--- src/rtl/debug_pkg.sv ---
// ---------------------------------------------------------------------------
// debug_pkg : shared types and constants for the UART debug logger front end
// Optional: PROBE_CAPTURE_TIMESTAMP_EN adds the timestamped entry type.
// Revision  : 1.0  initial release
// ---------------------------------------------------------------------------
`default_nettype none

package debug_pkg;

  localparam int DROP_CNT_WIDTH  = 16;
  localparam int TS_WIDTH_DEF    = 16;
  localparam int PROBE_WIDTH_DEF = 32;

`ifdef PROBE_CAPTURE_TIMESTAMP_EN
  localparam bit TS_EN = 1'b1;

  typedef struct packed {
    logic [TS_WIDTH_DEF-1:0]    ts;
    logic [PROBE_WIDTH_DEF-1:0] probe;
  } ts_entry_t;
`else
  localparam bit TS_EN = 1'b0;
`endif

  typedef enum logic [0:0] {
    EMPTY = 1'b0,
    HOLD  = 1'b1
  } capture_state_t;

endpackage

`default_nettype wire

--- src/rtl/sync_fifo_fwft.sv ---
// ---------------------------------------------------------------------------
// sync_fifo_fwft : first-word-fall-through FIFO with registered level
// Revision       : 1.0  initial release
// ---------------------------------------------------------------------------
`default_nettype none

module sync_fifo_fwft
  import debug_pkg::*;
#(
  parameter int DATA_WIDTH = 32,
  parameter int DEPTH      = 16
) (
  input  logic                     clk_i,
  input  logic                     rst_i,
  input  logic                     clr_i,
  input  logic                     wr_en_i,
  input  logic [DATA_WIDTH-1:0]    wr_data_i,
  input  logic                     rd_en_i,
  output logic [DATA_WIDTH-1:0]    rd_data_o,
  output logic                     full_o,
  output logic                     empty_o,
  output logic [$clog2(DEPTH):0]   level_o,
  output logic [$clog2(DEPTH):0]   level_next_o
);

  localparam int AW = $clog2(DEPTH);
  localparam int LW = AW + 1;

  logic [DATA_WIDTH-1:0] mem_q [DEPTH];
  logic [LW-1:0]         wr_ptr_q, wr_ptr_d;
  logic [LW-1:0]         rd_ptr_q, rd_ptr_d;
  logic [LW-1:0]         level_q,  level_d;

  // Pointer MSB is a lap bit: equal index with differing lap means full.
  assign full_o       = (wr_ptr_q[AW] != rd_ptr_q[AW]) &&
                        (wr_ptr_q[AW-1:0] == rd_ptr_q[AW-1:0]);
  assign empty_o      = (wr_ptr_q == rd_ptr_q);
  assign rd_data_o    = mem_q[rd_ptr_q[AW-1:0]];
  assign level_o      = level_q;
  assign level_next_o = level_d;

  always_comb begin
    wr_ptr_d = wr_ptr_q;
    rd_ptr_d = rd_ptr_q;
    level_d  = level_q;
    if (clr_i) begin
      wr_ptr_d = '0;
      rd_ptr_d = '0;
      level_d  = '0;
    end else begin
      if (wr_en_i) wr_ptr_d = wr_ptr_q + LW'(1);
      if (rd_en_i) rd_ptr_d = rd_ptr_q + LW'(1);
      if (wr_en_i && !rd_en_i)      level_d = level_q + LW'(1);
      else if (!wr_en_i && rd_en_i) level_d = level_q - LW'(1);
    end
  end

  always_ff @(posedge clk_i) begin
    if (rst_i) begin
      wr_ptr_q <= '0;
      rd_ptr_q <= '0;
      level_q  <= '0;
    end else begin
      wr_ptr_q <= wr_ptr_d;
      rd_ptr_q <= rd_ptr_d;
      level_q  <= level_d;
    end
  end

  always_ff @(posedge clk_i) begin
    if (wr_en_i && !clr_i) mem_q[wr_ptr_q[AW-1:0]] <= wr_data_i;
  end

endmodule

`default_nettype wire

--- src/rtl/probe_capture_fifo.sv ---
// ---------------------------------------------------------------------------
// probe_capture_fifo : trigger edge detect, decimation, capture FIFO, handshake
// Optional macro     : PROBE_CAPTURE_TIMESTAMP_EN (prefix words with timestamp)
// Revision           : 1.0  initial release
// ---------------------------------------------------------------------------
`default_nettype none

module probe_capture_fifo
  import debug_pkg::*;
#(
  parameter int PROBE_WIDTH = 32,
  parameter int FIFO_DEPTH  = 16,
  parameter int DECIM_WIDTH = 8,
  parameter int TS_WIDTH    = 16,
  localparam int OUT_WIDTH  = PROBE_WIDTH + (TS_EN ? TS_WIDTH : 0),
  localparam int LVL_WIDTH  = $clog2(FIFO_DEPTH) + 1
) (
  input  logic                      wb_clk_i,
  input  logic                      wb_rst_i,
  input  logic [PROBE_WIDTH-1:0]    debug_probe_i,
  input  logic                      debug_trig_i,
  input  logic [DECIM_WIDTH-1:0]    decim_i,
  input  logic                      flush_i,
  output logic [OUT_WIDTH-1:0]      out_data_o,
  output logic                      out_valid_o,
  input  logic                      out_ready_i,
  output logic [LVL_WIDTH-1:0]      fill_level_o,
  output logic                      overflow_o,
  output logic [DROP_CNT_WIDTH-1:0] drop_count_o
);

  logic                      trig_q;
  logic [DECIM_WIDTH-1:0]    decim_cnt_q, decim_cnt_d;
  logic [DROP_CNT_WIDTH-1:0] drop_cnt_q, drop_cnt_d;
  logic                      ovf_q, ovf_d;
  capture_state_t            state_q, state_d;

  logic                      w_rise, w_capture, w_pop, w_push, w_drop, w_valid;
  logic                      w_full, w_empty;
  logic [OUT_WIDTH-1:0]      w_wr_data, w_rd_data;
  logic [LVL_WIDTH-1:0]      w_level, w_level_next;

  assign w_rise    = debug_trig_i & ~trig_q;
  assign w_capture = w_rise & (decim_cnt_q == '0) & ~flush_i;
  assign w_pop     = w_valid & out_ready_i & ~w_empty & ~flush_i;
  // A full FIFO still accepts the capture when the head leaves this cycle.
  assign w_push    = w_capture & (~w_full | w_pop);
  assign w_drop    = w_capture & w_full & ~w_pop;

`ifdef PROBE_CAPTURE_TIMESTAMP_EN
  logic [TS_WIDTH-1:0] ts_q;

  always_ff @(posedge wb_clk_i) begin
    if (wb_rst_i) ts_q <= '0;
    else          ts_q <= ts_q + TS_WIDTH'(1);
  end

  assign w_wr_data = {ts_q, debug_probe_i};
`else
  assign w_wr_data = debug_probe_i;
`endif

  always_comb begin
    decim_cnt_d = decim_cnt_q;
    if (flush_i) begin
      decim_cnt_d = '0;
    end else if (w_rise) begin
      if (decim_i <= DECIM_WIDTH'(1) || decim_cnt_q >= decim_i - DECIM_WIDTH'(1))
        decim_cnt_d = '0;
      else
        decim_cnt_d = decim_cnt_q + DECIM_WIDTH'(1);
    end
  end

  always_comb begin
    drop_cnt_d = drop_cnt_q;
    ovf_d      = ovf_q;
    if (flush_i) begin
      drop_cnt_d = '0;
      ovf_d      = 1'b0;
    end else if (w_drop) begin
      ovf_d = 1'b1;
      if (drop_cnt_q != '1) drop_cnt_d = drop_cnt_q + DROP_CNT_WIDTH'(1);
    end
  end

  always_ff @(posedge wb_clk_i) begin
    if (wb_rst_i) begin
      trig_q      <= 1'b0;
      decim_cnt_q <= '0;
      drop_cnt_q  <= '0;
      ovf_q       <= 1'b0;
    end else begin
      trig_q      <= debug_trig_i;
      decim_cnt_q <= decim_cnt_d;
      drop_cnt_q  <= drop_cnt_d;
      ovf_q       <= ovf_d;
    end
  end

  sync_fifo_fwft #(
    .DATA_WIDTH (OUT_WIDTH),
    .DEPTH      (FIFO_DEPTH)
  ) u_fifo (
    .clk_i        (wb_clk_i),
    .rst_i        (wb_rst_i),
    .clr_i        (flush_i),
    .wr_en_i      (w_push),
    .wr_data_i    (w_wr_data),
    .rd_en_i      (w_pop),
    .rd_data_o    (w_rd_data),
    .full_o       (w_full),
    .empty_o      (w_empty),
    .level_o      (w_level),
    .level_next_o (w_level_next)
  );

  always_ff @(posedge wb_clk_i) begin
    if (wb_rst_i) state_q <= EMPTY;
    else          state_q <= state_d;
  end

  // Steering on the next level lets a push into an empty FIFO show valid one cycle later.
  always_comb begin
    state_d = state_q;
    case (state_q)
      EMPTY:   if (w_level_next != '0) state_d = HOLD;
      HOLD:    if (w_level_next == '0) state_d = EMPTY;
      default: state_d = EMPTY;
    endcase
    if (flush_i) state_d = EMPTY;
  end

  always_comb begin
    w_valid    = (state_q == HOLD);
    out_valid_o = w_valid;
    out_data_o  = w_valid ? w_rd_data : '0;
  end

  assign fill_level_o = w_level;
  assign overflow_o   = ovf_q;
  assign drop_count_o = drop_cnt_q;

endmodule

`default_nettype wire
--- config.mk ---
export PLATFORM = sky130hd
export DESIGN_NAME = probe_capture_fifo
export DESIGN_NICKNAME = d
export VERILOG_FILES = /design/src/rtl/debug_pkg.sv /design/src/rtl/sync_fifo_fwft.sv /design/src/rtl/probe_capture_fifo.sv
export SDC_FILE = /design/constraint.sdc
export NUM_CORES = 1
export LEC_CHECK = 0
export CAP_MARGIN = 20
export CELL_PAD_IN_SITES_DETAIL_PLACEMENT = 1
export CELL_PAD_IN_SITES_GLOBAL_PLACEMENT = 1
export CORE_MARGIN = 10
export CORE_UTILIZATION = 45
export CTS_BUF_LIST = sky130_fd_sc_hd__clkbuf_8
export CTS_CLUSTER_DIAMETER = 80
export DETAILED_ROUTE_END_ITERATION = 8
export PLACE_DENSITY = 0.68
export SKIP_CTS_REPAIR_TIMING = 1
export SYNTH_ARGS = -nofsm -noshare
export SYNTH_HDL_FRONTEND = slang
export SYNTH_HIERARCHICAL = 1
export SYNTH_SLANG_ARGS = --single-unit
--- constraint.sdc ---
create_clock -name wb_clk_i -period 15.2 [get_ports wb_clk_i]
set_input_delay 3.04 -clock wb_clk_i [delete_from_list [all_inputs] [get_ports wb_clk_i]]
set_output_delay 3.04 -clock wb_clk_i [all_outputs]
set_load 0.02 [all_outputs]
* Yosys cells after proc, flatten, opt, wreduce, memory -nomap -nowiden
Memory sizes are Yosys's and may differ from the RTL's. A register that Yosys moved wholly into a read port is not among the register bits. Index checks and enable logic that the tools add are counted.
Cells by class: $add $sub $neg 7, multipliers 0, divide/modulo/power cells 0, $lt $le $gt $ge 2, eq/ne operators 4, shifts and indexed selects 0, multiplexer cells 12, bitwise operators 16, reductions and logical operators 13
Operator list (number):
- 2-to-1 mux 32 bit | 1
- adder 16 x 1 -> 16 bit (second input constant) | 1
- inequality test 16 bit (second input constant) | 1
- adder 5 x 1 -> 5 bit (second input constant) | 3
- 2-to-1 mux 5 bit | 3
- bitwise AND 1 bit | 9
- adder 8 x 1 -> 8 bit (second input constant) | 1
- >= comparator 8 bit | 1
- less-or-equal comparator 8 x 1 -> 1 bit (second input constant) | 1
- zero test 8 bit | 1
- 2-to-1 mux 4 bit | 2
- 2-to-1 mux 8 bit | 1
- subtractor 8 x 1 -> 8 bit (second input constant) | 1
- inverter 1 bit | 6
- == test 5 bit | 1
- zero test 5 bit | 1
- nonzero test 5 bit | 1
- subtractor 5 x 1 -> 5 bit (second input constant) | 1
- == test 4 bit | 1
- logical AND 1 bit | 4
- 2-to-1 mux 1 bit | 4
- zero test 1 bit | 3
- one-hot mux 1 bit (2 select lines) | 1
- AND reduction 2 bit | 1
- other kinds (4) | 4
Word-level totals: register bits 42, latch bits 0, bits in writable memories 512, bits in read-only memories 0, logic and storage cells 63, memories kept 1
Memory list:
- u_fifo.mem_q | words 16, bits a word 32, rd ports 1, clocked after memory_dff 1, wr ports 1, RTL line sync_fifo_fwft.sv:29 | logic [DATA_WIDTH-1:0] mem_q [DEPTH];

* Longest topological paths before layout
depth in word-level cells 14, depth in mapped cells 14, mapped depth without buffers 12

* Cells and area by module
The synthesis kept the hierarchy.
Modules (own cells, without submodules):
- sync_fifo_fwft | times used 1, cells an instance 907, area an instance 20143.1 um^2, seq. area each 15755.1 um^2
- probe_capture_fifo | times used 1, cells an instance 232, area an instance 1894.3 um^2, seq. area each 540.5 um^2

* Worst setup path after synthesis
OpenSTA, ideal clock, no wires.
kind input -> register, start point input port out_ready_i, end point memory u_fifo.mem_q[7][0], enable pin, arrival 7.101 ns, data required time 14.732 ns, slack 7.631 ns, cell stages on the path 5, buffers on the path 0, path through nor4bb_1 > nor2b_1 > nor4b_1 > and2_0 > nor3b_1
Between the ends: cells in the longest elaborated chain, start to end 8
Ends and longest elaborated chain:
- start, declared | RTL line probe_capture_fifo.sv:26 | input logic out_ready_i,
- bitwise AND 1 bit (3 in a row) | RTL line probe_capture_fifo.sv:45 | assign w_pop = w_valid & out_ready_i & ~w_empty & ~flush_i;
- bitwise OR 1 bit | RTL line probe_capture_fifo.sv:47 | assign w_push = w_capture & (~w_full | w_pop);
- bitwise AND 1 bit | RTL line probe_capture_fifo.sv:47
- named net w_push | RTL line probe_capture_fifo.sv:38 | logic w_rise, w_capture, w_pop, w_push, w_drop, w_valid;
- logical AND 1 bit | RTL line sync_fifo_fwft.sv:71 | if (wr_en_i && !clr_i) mem_q[wr_ptr_q[AW-1:0]] <= wr_data_i;
- 2-to-1 mux 1 bit | RTL line sync_fifo_fwft.sv:71
- 2-to-1 mux 1 bit (not written as such) | RTL line sync_fifo_fwft.sv:71
- end, declared | RTL line sync_fifo_fwft.sv:29
The timed path passes the listed nets, and every way through them passes these cells.

==> impl_metrics.env <==
export IMPL_diodes=0
export IMPL_htreeDepth=3
export IMPL_hold_viol=0
export IMPL_place_ws_ps=8160
export IMPL_synth_common_cells="edfxtp_1, mux4_2, a22oi_1, dfxtp_1, nand2_1"
export IMPL_worstPathArrival_ps=4550
export IMPL_drtIter0Drc=841
export IMPL_fin_setup_tns_ps=0
export IMPL_synth_cells=1139
export IMPL_place_congestion=0.757
export IMPL_yosys_warnings=6
export IMPL_rsz0062_at_grt="false"
export IMPL_cts_made_buffers=93
export IMPL_die_x_um=241
export IMPL_crit_type="register to output pin"
export IMPL_synth_edff_count=512
export IMPL_syn_area_um2=22000
export IMPL_nNetsFinal=1355
export IMPL_rr_startpoint="out_valid_o$_SDFF_PP0_"
export IMPL_hpwl_mm=27.8
export IMPL_via_per_inst=5.68
export IMPL_antenna_left=0
export IMPL_multi_input_area_um2=5510
export IMPL_swShare_pct=20.9
export IMPL_grt_pass1_wl_mm=76.1
export IMPL_dominantRegCellSynth="edfxtp_1"
export IMPL_place_inst=1814
export IMPL_setup_viol=0
export IMPL_final_seq_area_um2=16300
export IMPL_powerDensity_nw_per_um2=118
export IMPL_top_usage_layer="met2"
export IMPL_vias=11284
export IMPL_cts_tree="built"
export IMPL_start_util_pct=45.3
export IMPL_firstDrtPassIters=5
export IMPL_wl_mm=49.0
export IMPL_async_reset_ff_share_pct=0
export IMPL_drv_slew=0
export IMPL_synth_avg_cell_area_um2=19.3
export IMPL_r2r_cells=8
export IMPL_yosysTopAreaCell="edfxtp_1"
export IMPL_grt_use_total_pct=17.2
export IMPL_period_needed_ps=7590
export IMPL_leakage_nw=7.97
export IMPL_grt_max_degree=71
export IMPL_port_buffers=99
export IMPL_p_int_mw=2.39
export IMPL_yosysSeqAreaShare_pct=73.9
export IMPL_cp_start_kind="register"
export IMPL_worstHoldStart="overflow_o$_SDFFE_PP0P_"
export IMPL_syn2layout_area_growth_pct=16.2
export IMPL_worstMarginPinSlew_ps=1150
export IMPL_dieArea_um2=58200
export IMPL_clk_pin_slew_ps=60
export IMPL_outcome="completed"
export IMPL_holdWs_ps=485
export IMPL_grtUsageMet3_pct=3.66
export IMPL_skew_ps=33.4
export IMPL_max_freq_mhz=132
export IMPL_end_kind="output pin"
export IMPL_clockBufferDepth=3
export IMPL_drt_drc_violations_left=0
export IMPL_detail_route_wl_per_cell_um=24.7
export IMPL_grt_pass1_vias=12675
export IMPL_ios=100
export IMPL_yosys_register_bits=558
export IMPL_p_total_mw=3.02
export IMPL_combPwrFrac_pct=1.9
export IMPL_drv_cap=0
export IMPL_synth_top_area_share_pct=69.8
export IMPL_gr_total_overflow=0
export IMPL_hold_end="overflow_o$_SDFFE_PP0P_"
export IMPL_instances_no_fill=1987
export IMPL_die_y_um=241
export IMPL_coreArea_um2=48600
export IMPL_antenna_found_initial=0
export IMPL_hp_class="register to register"
export IMPL_globalRouteMet1Util_pct=22.0
export IMPL_seq_power_share_pct=55.6
export IMPL_clk_latency_ps=660
export IMPL_clkSinkCount=558
export IMPL_path_max_fanout=46
export IMPL_p_sw_mw=0.633
export IMPL_r2r_setup_slack_ps=11290
export IMPL_fill_cells=4452
export IMPL_clockRootBuffer="clkbuf_8"
export IMPL_hold_depth=2
export IMPL_synth_cell_type_count=49
export IMPL_setup_ws_ps=7610
export IMPL_p_clk_share_pct=42.4
export IMPL_ir_drop_v=0.0000581
export IMPL_crit_required_ps=12160
export IMPL_drive_gt1_share_pct=22.1
export IMPL_min_period_over_period_pct=50.0
export IMPL_synth_area_leaders="edfxtp_1, mux4_2, dfxtp_1, a22oi_1, and2_1"
export IMPL_slew_headroom_pct=23.4
export IMPL_synth_most_common_cell="edfxtp_1"
export IMPL_syn_nets=1204
export IMPL_met2_usage_pct=29.2
export IMPL_rr_endpoint="u_fifo/mem_q[10][7]$_DFFE_PP_"
export IMPL_std_cell_rows=81
-- final cells by class --
cell class,count,share of cell area (%)
inverter,9,0.132
tap,622,3.04
clock inverter,71,1.70
multi-input combinational,512,21.5
clock buffer,99,5.32
timing repair buffer,116,4.64
sequential,558,63.7
-- cells in the final DEF (no fill, tap or decap), drive strengths merged, types with 7 or more instances in the layout --
cell type,count
o31ai,11
nand4,14
ha,20
nand2,46
dfxtp,46
xnor2,14
inv,28
nand3,7
clkdlybuf4s50,99
nor3,15
buf,17
and3,10
clkinv,46
clkbuf,99
a21oi,15
nor2,35
mux4,128
xor2,16
edfxtp,512
a22oi,64
nor2b,9
and2,42
or4,13
-- worst max path at each step --
stage                     slack [ps]                            to  cells after the start         from
after global placement          8180                out_data_o[17]                      7     register
final                           7610                out_data_o[17]                      7     register
after detailed placement        8160                out_data_o[17]                      7     register
after global routing            7240                out_data_o[17]                      7     register
after CTS                       7410                out_data_o[17]                      7     register
after floorplan                 7630  u_fifo/mem_q[7][0]$_DFFE_PP_                      5  out_ready_i
-- stage by stage --
step	utilization [%]	cell area, µm²
final	52.7	25600
after detailed placement	48.8	23700
after global routing	52.7	25600
after global placement	48.7	23700
after floorplan	-	22000
after CTS	52.5	25500
-- state kept, by name, indices dropped and copies added (netlist names), named ones only --
name / count
u_fifo/rd_ptr_q: 5
trig_q: 1
u_fifo/level_o: 5
overflow_o: 1
out_valid_o: 1
u_fifo/mem_q: 512
u_fifo/wr_ptr_q: 5
drop_count_o: 16
decim_cnt_q: 8
-- metal layers --
metal / routed length (µm) / vias to the layer above
li1: - / 4992
met1: 21100 / 5994
met2: 24900 / 237
met3: 2210 / 61
met4: 812 / 0
met5: 0 / -
-- cells by family after synthesis --
logic type                 share of synthesized area [%]
AOI/OAI and AO/OA                                   3.43
xor gates and xnor gates                            1.19
adders and majority gates                           1.14
buffers and inverters                               1.42
DFF                                                 73.9
muxes                                               13.3
and+or+nand+nor                                     5.57
-- power groups by stage --
stage / registers [mW] / logic [mW] / clock network, mW
floorplan: 1.71 / 0.0194 / 0
global placement: 1.71 / 0.0569 / 0
detailed placement: 1.71 / 0.0598 / 0
CTS: 1.68 / 0.0598 / 1.32
global route: 1.68 / 0.0657 / 1.39
finish: 1.68 / 0.0589 / 1.28
-- critical path: stages (launching register included) --
cell             delay [ps]
dfxtp_4                 600
buf_4                   820
buf_4                   660
mux4_2                  580
a22oi_1                 360
nand2_1                 100
and2_1                  170
clkdlybuf4s50_1         530
(Power assumes the default switching activity.)
